--- src/rtl/pipe_stage_reg.sv ---
// -----------------------------------------------------------------------------
// pipe_stage_reg
//
// Generic elastic pipeline register for one CPU stage boundary. It moves an
// opaque payload (normally a packed stage struct) across the boundary with a
// valid/ready handshake and a two-entry skid buffer, so a downstream stall
// never forms a combinational ready path back into the upstream stage.
//
// Every output is a flop: out_valid, in_ready and occupancy are all decoded
// from the next state and registered on the same edge as that state.
// Nothing is combinational from in_* to out_*, or from out_ready to in_ready.
//
// Parameters:
//   DATA_WIDTH  payload width in bits (>= 1)
//   RESET_DATA  value loaded into both data registers on reset
//   CNT_WIDTH   stall counter width (used only by the optional counter)
//
// Ports:
//   clk        rising-edge clock
//   rst        synchronous, active-high reset
//   flush      discard all held entries (branch mispredict / exception)
//   in_valid   upstream presents in_data
//   in_ready   stage can accept; registered, depends only on state
//   in_data    upstream payload
//   out_valid  out_data holds a valid entry
//   out_ready  downstream accepts out_data
//   out_data   head entry, driven straight from the main register
//   occupancy  number of held entries (0, 1 or 2)
//   stall_cnt  saturating count of cycles with out_valid=1 and out_ready=0
//              (present only when PIPE_STAGE_REG_STALL_CNT_EN is defined)
//
// Optional feature macro: PIPE_STAGE_REG_STALL_CNT_EN
// -----------------------------------------------------------------------------
module pipe_stage_reg #(
  parameter int unsigned                  DATA_WIDTH = 32,
  parameter logic [DATA_WIDTH-1:0]        RESET_DATA = '0,
  parameter int unsigned                  CNT_WIDTH  = 16
) (
  input  logic                  clk,
  input  logic                  rst,
  input  logic                  flush,
  input  logic                  in_valid,
  output logic                  in_ready,
  input  logic [DATA_WIDTH-1:0] in_data,
  output logic                  out_valid,
  input  logic                  out_ready,
  output logic [DATA_WIDTH-1:0] out_data,
  output logic [1:0]            occupancy
`ifdef PIPE_STAGE_REG_STALL_CNT_EN
  ,
  output logic [CNT_WIDTH-1:0]  stall_cnt
`endif
);

  typedef enum logic [1:0] {
    ST_EMPTY = 2'd0,
    ST_ONE   = 2'd1,
    ST_FULL  = 2'd2
  } state_t;

  state_t                state_r;
  state_t                state_nxt_s;
  logic [DATA_WIDTH-1:0] main_data_r;
  logic [DATA_WIDTH-1:0] main_data_nxt_s;
  logic [DATA_WIDTH-1:0] skid_data_r;
  logic [DATA_WIDTH-1:0] skid_data_nxt_s;
  logic                  main_valid_r;
  logic                  skid_valid_r;
  logic                  in_ready_r;
  logic [1:0]            occupancy_r;
  logic                  main_valid_nxt_s;
  logic                  skid_valid_nxt_s;
  logic                  in_ready_nxt_s;
  logic [1:0]            occupancy_nxt_s;
  logic                  in_fire_s;
  logic                  out_fire_s;

  // Handshake events; both use only registered qualifiers.
  assign in_fire_s  = in_valid & in_ready_r;
  assign out_fire_s = main_valid_r & out_ready;

  // Next-state and data-steering decode.
  always_comb begin
    state_nxt_s     = state_r;
    main_data_nxt_s = main_data_r;
    skid_data_nxt_s = skid_data_r;
    if (flush) begin
      // Data registers keep their contents; only the entries are dropped,
      // including anything accepted from upstream in this same cycle.
      state_nxt_s = ST_EMPTY;
    end else begin
      case (state_r)
        ST_EMPTY: begin
          if (in_fire_s) begin
            main_data_nxt_s = in_data;
            state_nxt_s     = ST_ONE;
          end else begin
            state_nxt_s = ST_EMPTY;
          end
        end
        ST_ONE: begin
          if (in_fire_s && out_fire_s) begin
            // Pass-through at full rate: head leaves, new entry replaces it.
            main_data_nxt_s = in_data;
            state_nxt_s     = ST_ONE;
          end else if (in_fire_s) begin
            skid_data_nxt_s = in_data;
            state_nxt_s     = ST_FULL;
          end else if (out_fire_s) begin
            state_nxt_s = ST_EMPTY;
          end else begin
            state_nxt_s = ST_ONE;
          end
        end
        ST_FULL: begin
          // in_ready is low here, so only the drain path can move.
          if (out_fire_s) begin
            main_data_nxt_s = skid_data_r;
            state_nxt_s     = ST_ONE;
          end else begin
            state_nxt_s = ST_FULL;
          end
        end
        default: begin
          state_nxt_s = ST_EMPTY;
        end
      endcase
    end
  end

  // Output decode from the next state, so the outputs can be flopped.
  always_comb begin
    main_valid_nxt_s = (state_nxt_s != ST_EMPTY);
    skid_valid_nxt_s = (state_nxt_s == ST_FULL);
    in_ready_nxt_s   = (state_nxt_s != ST_FULL);
    occupancy_nxt_s  = {1'b0, main_valid_nxt_s} + {1'b0, skid_valid_nxt_s};
  end

  // State, payload and registered output flops.
  always_ff @(posedge clk) begin
    if (rst) begin
      state_r      <= ST_EMPTY;
      main_data_r  <= RESET_DATA;
      skid_data_r  <= RESET_DATA;
      main_valid_r <= 1'b0;
      skid_valid_r <= 1'b0;
      in_ready_r   <= 1'b1;
      occupancy_r  <= 2'd0;
    end else begin
      state_r      <= state_nxt_s;
      main_data_r  <= main_data_nxt_s;
      skid_data_r  <= skid_data_nxt_s;
      main_valid_r <= main_valid_nxt_s;
      skid_valid_r <= skid_valid_nxt_s;
      in_ready_r   <= in_ready_nxt_s;
      occupancy_r  <= occupancy_nxt_s;
    end
  end

  assign out_valid = main_valid_r;
  assign out_data  = main_data_r;
  assign in_ready  = in_ready_r;
  assign occupancy = occupancy_r;

`ifdef PIPE_STAGE_REG_STALL_CNT_EN
  logic [CNT_WIDTH-1:0] stall_cnt_r;

  // Saturating stall counter; cleared only by reset, flush leaves it alone.
  always_ff @(posedge clk) begin
    if (rst) begin
      stall_cnt_r <= '0;
    end else if (main_valid_r && !out_ready && (stall_cnt_r != '1)) begin
      stall_cnt_r <= stall_cnt_r + {{(CNT_WIDTH-1){1'b0}}, 1'b1};
    end else begin
      stall_cnt_r <= stall_cnt_r;
    end
  end

  assign stall_cnt = stall_cnt_r;
`else
  // Keeps CNT_WIDTH referenced when the counter is compiled out.
  logic [CNT_WIDTH-1:0] unused_cnt_s;
  assign unused_cnt_s = '0;
`endif

  // skid_valid_r mirrors the FULL state; kept for debug visibility.
  logic unused_skid_s;
  assign unused_skid_s = skid_valid_r;

endmodule

--- config.mk ---
export PLATFORM = sky130hd
export DESIGN_NAME = pipe_stage_reg
export DESIGN_NICKNAME = d
export VERILOG_FILES = /design/src/rtl/pipe_stage_reg.sv
export SDC_FILE = /design/constraint.sdc
export NUM_CORES = 1
export LEC_CHECK = 0
export BUFFER_PORTS_ARGS = -buffer_cell sky130_fd_sc_hd__buf_2
export CORE_MARGIN = 3
export CORE_UTILIZATION = 45
export CTS_BUF_LIST = sky130_fd_sc_hd__clkbuf_8 sky130_fd_sc_hd__clkbuf_16
export CTS_CLUSTER_DIAMETER = 30
export CTS_CLUSTER_SIZE = 12
export DETAILED_ROUTE_END_ITERATION = 16
export MAX_ROUTING_LAYER = met4
export PLACE_DENSITY_LB_ADDON = 0.3
export SLEW_MARGIN = 5
export SYNTH_ARGS = -nofsm -noshare
export SYNTH_HDL_FRONTEND = slang
export SYNTH_SLANG_ARGS = --single-unit
--- constraint.sdc ---
create_clock -name clk -period 1.4 [get_ports clk]
set_input_delay 0.07 -clock clk [delete_from_list [all_inputs] [get_ports clk]]
set_output_delay 0.07 -clock clk [all_outputs]
set_load 0.02 [all_outputs]
==> flow_summary.toml, run 1 <==
[cells_and_area]
sequential_area_um2 = 1390
fin_nets = 500
antenna-diode-count = 0
multiInputGateArea_um2 = 1840
area_growth_pct = 36.2
share_of_post_route_cells_with_drive_strength_above_1_pct = 40.7
fillCellCount = 613
final_cell_area_um2 = 4660

[global_route]
gr-usage-met2_pct = 36.2
grt_ovf = 0
antenna_found_initial = 0
grt_first_pass_wirelength_um = 14800
grt_max_degree = 65
first_global_vias = 3020
global_route.usage.met3_pct = 4.02
met1_usage_pct = 27.1
grt-busiest-layer = "met2"
gr-usage-all-layers_pct = 21.8

[hold_path]
hp-class = "in -> reg"
worstHoldPathCells = 3

[sta]
slew_headroom_pct = 75.1
max_freq_ghz = 0.702
holdWs_ps = 90.7
max_slew.worst_pin.slew_ps = 374
report.final.setup_viol = 8
setup_ws_ps = -23.5
unrepaired_setup_endpoints_after_global_routing = "yes"
finClkSkew_ps = 10.1
min_period_ps = 1420
report.final.hold_viol_count = 0
drv_slew = 0
finalCritPeriodShare_pct = 102

[critical_path]
critical_path.cell_chain = "and4b_2, a22o_4, buf_6, a311oi_2"
timing.setup.critical_path_class = "reg -> reg"
crit_path_max_fanout = 8
critical_path.slowest_cell = "dfxtp_4"
crit_buf_inv = 1
path_delay_family = "compound AO/OA/AOI/OAI gates"
critical_path_cell_count = 4
slowest_delay_ps = 370
worst_setup_path_end_kind = "flip-flop"
crit_arrival_ps = 1670
cp.required_ps = 1650
cell_count_of_the_worst_reg_to_reg_path = 4
startpoint_type = "flip-flop"

[floorplanning]
floorplan.core_area_um2 = 7330
initial_cell_density_of_the_core_pct = 46.7
floorplan.io_pins = 73
die-width_um = 93.2
design.die.area_um2 = 8680
chipHeight_um = 93.2
floorplan.rows = 31

[placed_design]
postPlaceCellArea_um2 = 4040
port_buffers = 72
place.gp.congestion = 0.834
hpwl_um = 5590

[logic_synthesis]
ys.flop_type = "dfxtp_1"
syn-mean-instance-area_um2 = 9.50
syn_area_um2 = 3420
ys_seq_elements = 69
ys_warn_count = 0
sequential_to_total_area_share_from_yosys_stat_pct = 40.4
post_synth_most_frequent_cells = "dfxtp_1 (69), nand2_1 (64), a21oi_1 (35)"
synth_cells = 360
number_of_enable_type_register_cells_in_the_synthesized_netlist = 0
synth_async_sr_flop_share_pct = 0
synth.net_count = 397
synth.top_cells.by_area = "dfxtp_1 (40%), a311oi_2 (13%), a221oi_2 (11%), nand2_1 (7.0%), a21oi_1 (5.1%)"
yosys.area.top_type = "dfxtp_1"
yosysUniqueCellTypes = 30
synthMostInstantiatedCell = "dfxtp_1"
synth.top_cell.area_share_pct = 40.4

[power]
irDropWorstVdd_mv = 0.654
p_per_area_nw_per_um2 = 976
power.static_leakage_nw = 1.75
power.total_mw = 4.55

[clocking]
register_clock_pin_slew_on_the_reported_worst_setup_and_hold_paths_ps = 80
insertion_delay_ps = 340
cts_buffers = 9
ctsRootBufferMaster = "clkbuf_8"
cts_tree = "done"
max-clock-path-buffers = 2
h_tree_levels = 3
cts_num_sinks = 69

[detailed_routing]
detail_route.wl_per_cell_um = 16.6
route.vias.total = 3238
final_antenna_net_count = 0
routed_wirelength_um = 9390
drtPass1Iterations = 4
via_per_inst = 5.72
initialDrtViolationCount = 200
post-route-drc-count = 0

[run]
maxCapViolCount = 0

[run_status]
status = "complete, but fails checks"
violations = "setup timing"
logic make-up (layout without fill, tap and decap cells):
group	count (synthesis)	in the layout	synth area share, %
compound gates	137	137	37.9
buf+inv	46	153	7.43
flops	69	69	40.4
simple gates	108	108	14.3
final cells by class:
type	count	area share, %
flip-flops and latches	69	29.8
multi-input cells	245	39.4
inverters	1	0.0806
clock buffers	9	2.66
well taps	99	2.66
repair buffers	137	24.2
clock inverters	6	1.21
final timing paths:
kind                   start              end  slack, ps
max reg2reg     occupancy[0]     out_data[21]        -20
max             occupancy[0]     out_data[21]        -20
min reg2reg  skid_data_r[13]  skid_data_r[13]        480
min                      rst       state_r[1]         90
placed cells by master, fill, tap and decap left out, types with 2 or more instances in the layout:
| master | instances |
|---|---|
| buf_2 | 72 |
| dfxtp_2 | 3 |
| nor3_1 | 2 |
| clkbuf_8 | 9 |
| buf_4 | 17 |
| buf_12 | 11 |
| a221oi_1 | 6 |
| dfxtp_1 | 65 |
| clkbuf_16 | 3 |
| dlygate4sd3_1 | 32 |
| o21ai_0 | 24 |
| nand2_1 | 64 |
| a21oi_1 | 35 |
| clkinv_2 | 3 |
| o21ai_1 | 9 |
| buf_6 | 2 |
| nand3_1 | 32 |
| a221oi_2 | 27 |
| a311oi_2 | 32 |
per-layer routing:
layer | share of wire [%] | routed length (um)
met5 | 0 | 0
met4 | 0.83 | 78
met3 | 5.2 | 487
met2 | 50 | 4730
met1 | 44 | 4100
tightest hold or removal path, delay by kind of cell:
| family | cells | cell delay, ps |
|---|---|---|
| buf+inv | 1 | 110 |
| simple gates | 2 | 220 |
where the power goes:
group          switching [mW]  internal [mW]
clock                   0.737          0.797
combinational           0.486          0.426
sequential             0.0559           2.05
total                    1.28           3.27
state kept, by name, indices dropped and copies added, names as in the netlist:
signal       flops
skid_data_r     32
in_ready         1
out_data        32
occupancy        2
state_r          1
out_valid        1
metrics by stage:
stage	setup slack, ps	util, %	instances	setup TNS (ps)
detailed placement	-45.7	55.1	514	-112
finish	-23.5	63.5	566	-67.6
floorplan	5.46	-	360	0
global route	-68.8	63.5	566	-1290
global placement	38.3	55.1	514	0
CTS	9.96	62.2	562	0
repair_timing:
action,in CTS,in global routing
cloned,0,3
buffers inserted,1,1
hold buffers,32,0
resized for setup,3,3
endpoints found under the setup margin,19,20
pin swaps,2,1
hold endpoints to repair,32,0
Power figures use the tool's default switching activity.
==> run 2, diff against run 1 <==
--- a/config.mk
+++ b/config.mk
@@ -12,7 +12,6 @@
 export CTS_CLUSTER_DIAMETER = 30
 export CTS_CLUSTER_SIZE = 12
 export DETAILED_ROUTE_END_ITERATION = 16
-export MAX_ROUTING_LAYER = met4
 export PLACE_DENSITY_LB_ADDON = 0.3
 export SLEW_MARGIN = 5
 export SYNTH_ARGS = -nofsm -noshare
==> constraint.sdc (replaced) <==
create_clock -name clk -period 1.7 [get_ports clk]
set_input_delay 0.085 -clock clk [delete_from_list [all_inputs] [get_ports clk]]
set_output_delay 0.085 -clock clk [all_outputs]
set_load 0.02 [all_outputs]
==> run 2 against run 1 <==
  * The flow now finishes without violations
  * Worst hold slack worse by 76 ps
  * Cell area down 11%
  * Maximum frequency down 7.5%
  * Flip-flop and latch count unchanged
  * Clock-buffer cell count up 2
  * Wire length down 6.9%
  * Critical path depth unchanged
  * Utilization down 7.1 points
  * Sequential power down 18%
  * Largest power group unchanged
  * Highest routed layer unchanged
==> flow_summary.toml, run 2 (synthesized netlist as in run 1, its figures left out) <==
[clocking]
h_tree_levels = 3
insertion_delay_ps = 330
max-clock-path-buffers = 2
cts_tree = "done"
cts_num_sinks = 69
ctsRootBufferMaster = "clkbuf_8"
register_clock_pin_slew_on_the_reported_worst_setup_and_hold_paths_ps = 70
post-cts-setup-buffer-count = 0
cts_buffers = 9

[sta]
max_freq_ghz = 0.650
report.final.hold_viol_count = 0
drv_slew = 0
report.final.setup_viol = 0
min_period_ps = 1540
slew_headroom_pct = 42.4
finClkSkew_ps = 7.83
max_slew.worst_pin.slew_ps = 864
unrepaired_setup_endpoints_after_global_routing = "no"
finalSetupTns_ps = 0
finalCritPeriodShare_pct = 90.5

[cells_and_area]
layout_common_cells = "buf_2 (72), dfxtp_1 (69), nand2_1 (64)"
fin_nets = 460
antenna-diode-count = 0
layout.cells.most_common = "buf_2"
final_cell_area_um2 = 4140
share_of_post_route_cells_with_drive_strength_above_1_pct = 39.5
sequential_area_um2 = 1380
multiInputGateArea_um2 = 1820
fillCellCount = 670
area_growth_pct = 21.0

[placed_design]
hpwl_um = 5450
place.gp.congestion = 0.812
postPlaceCellArea_um2 = 3840
port_buffers = 72

[global_route]
grt_max_degree = 65
antenna_found_initial = 0
grt_ovf = 0
grt_first_pass_wirelength_um = 14200
first_global_vias = 3022
gr-usage-all-layers_pct = 20.5

[critical_path]
critical_path.slowest_cell = "and4bb_4"
critical_path.cell_chain = "and4bb_4, buf_4, a221oi_2, a311oi_2"
r2r_end = "out_data[21]"
crit_path_end = "out_data[21]"
worst_setup_path_startpoint = "state_r[1]"
critical_path_cell_count = 4
timing.rr.start = "state_r[1]"
path_delay_family = "simple AND/OR/NAND/NOR gates"
cell_count_of_the_worst_reg_to_reg_path = 4
startpoint_type = "flip-flop"
cp.required_ps = 1940
worst_setup_path_end_kind = "flip-flop"
crit_path_max_fanout = 19
crit_buf_inv = 1
crit_arrival_ps = 1780
slowest_delay_ps = 430
timing.setup.critical_path_class = "reg -> reg"
worst-r2r-setup-slack_ps = 160

[detailed_routing]
route.vias.total = 3070
initialDrtViolationCount = 165
detail_route.wl_per_cell_um = 16.6
via_per_inst = 5.83
routed_wirelength_um = 8740
post-route-drc-count = 0
final_antenna_net_count = 0
drtPass1Iterations = 4

[floorplanning]
initial_cell_density_of_the_core_pct = 46.7
floorplan.rows = 31
floorplan.core_area_um2 = 7330
floorplan.io_pins = 73
die-width_um = 93.2
chipHeight_um = 93.2
design.die.area_um2 = 8680

[power]
power.static_leakage_nw = 1.53
irDropWorstVdd_mv = 0.384
p_per_area_nw_per_um2 = 929

[run]
maxCapViolCount = 0

[hold_path]
hp-class = "in -> reg"
worstHoldStart = "in_data[27]"

[run_status]
status = "finished clean"
[run 2: cell count changes in the layout (fill, tap and decap cells not counted), moves of 2 or more]
cell / change
a311oi_1: +2
a311oi_2: -2
buf_12: -9
clkbuf_16: -3
dlygate4sd3_1: -27
clkinv_2: -3
a221oi_1: +2
dfxtp_2: -3
clkbuf_8: +2
dfxtp_1: +4
a221oi_2: -2
[run 2: where the power goes]
part           total, mW  internal [mW]  switching [mW]
combinational      0.630          0.257           0.373
clock               1.48          0.896           0.587
sequential          1.73           1.69          0.0469
total               3.85           2.84            1.01
[run 2: how the worst min path moves through the flow]
stage,slack [ps],depth (start not counted),endpoint
global placement,350,3,skid_data_r[24]
finish,10,3,skid_data_r[27]
detailed placement,360,3,skid_data_r[18]
global route,10,3,skid_data_r[21]
floorplan,230,2,skid_data_r[0]
CTS,0.7,3,skid_data_r[25]
[run 2: layout make-up]
class | instances | area share, %
clock inverter | 5 | 1.81
multi-input combinational | 246 | 44.0
sequential | 69 | 33.4
clock buffer | 11 | 3.66
tap | 99 | 2.99
inverter | 1 | 0.0907
timing repair buffer | 96 | 14.1
[run 2: worst register-to-register path, stage by stage (launching register included)]
cell,delay [ps]
dfxtp_1,380
and4bb_4,430
buf_4,290
a221oi_2,110
a311oi_2,240
[run 2: timing repair]
| action | 4_1_cts | 5_1_grt |
|---|---|---|
| setup endpoints to repair | 0 | 30 |
| hold buffers | 5 | 0 |
| resized for setup | 0 | 2 |
| hold endpoints to repair | 5 | 0 |
[run 2: routing by layer]
| layer | vias to the layer above | GRT usage [%] | part of all wire, % |
|---|---|---|---|
| met5 | - | 0 | 0 |
| met4 | 0 | 8.42 | 0.89 |
| met3 | 7 | 3.30 | 5.2 |
| met2 | 94 | 35.9 | 51 |
| met1 | 1479 | 24.9 | 43 |
| li1 | 1490 | - | - |
[run 2: metrics by stage]
| stage | hold slack [ps] | utilization, % | total power, mW | std cells | worst slack (ps) |
|---|---|---|---|---|---|
| floorplan | 233 | - | 2.20 | 360 | 208 |
| global placement | 349 | 52.4 | 2.38 | 505 | 130 |
| detailed placement | 356 | 52.4 | 2.38 | 505 | 75.0 |
| CTS | 0.678 | 56.2 | 3.88 | 526 | 69.3 |
| global route | 11.3 | 56.5 | 4.01 | 527 | 38.3 |
| finish | 14.9 | 56.5 | 3.85 | 527 | 161 |
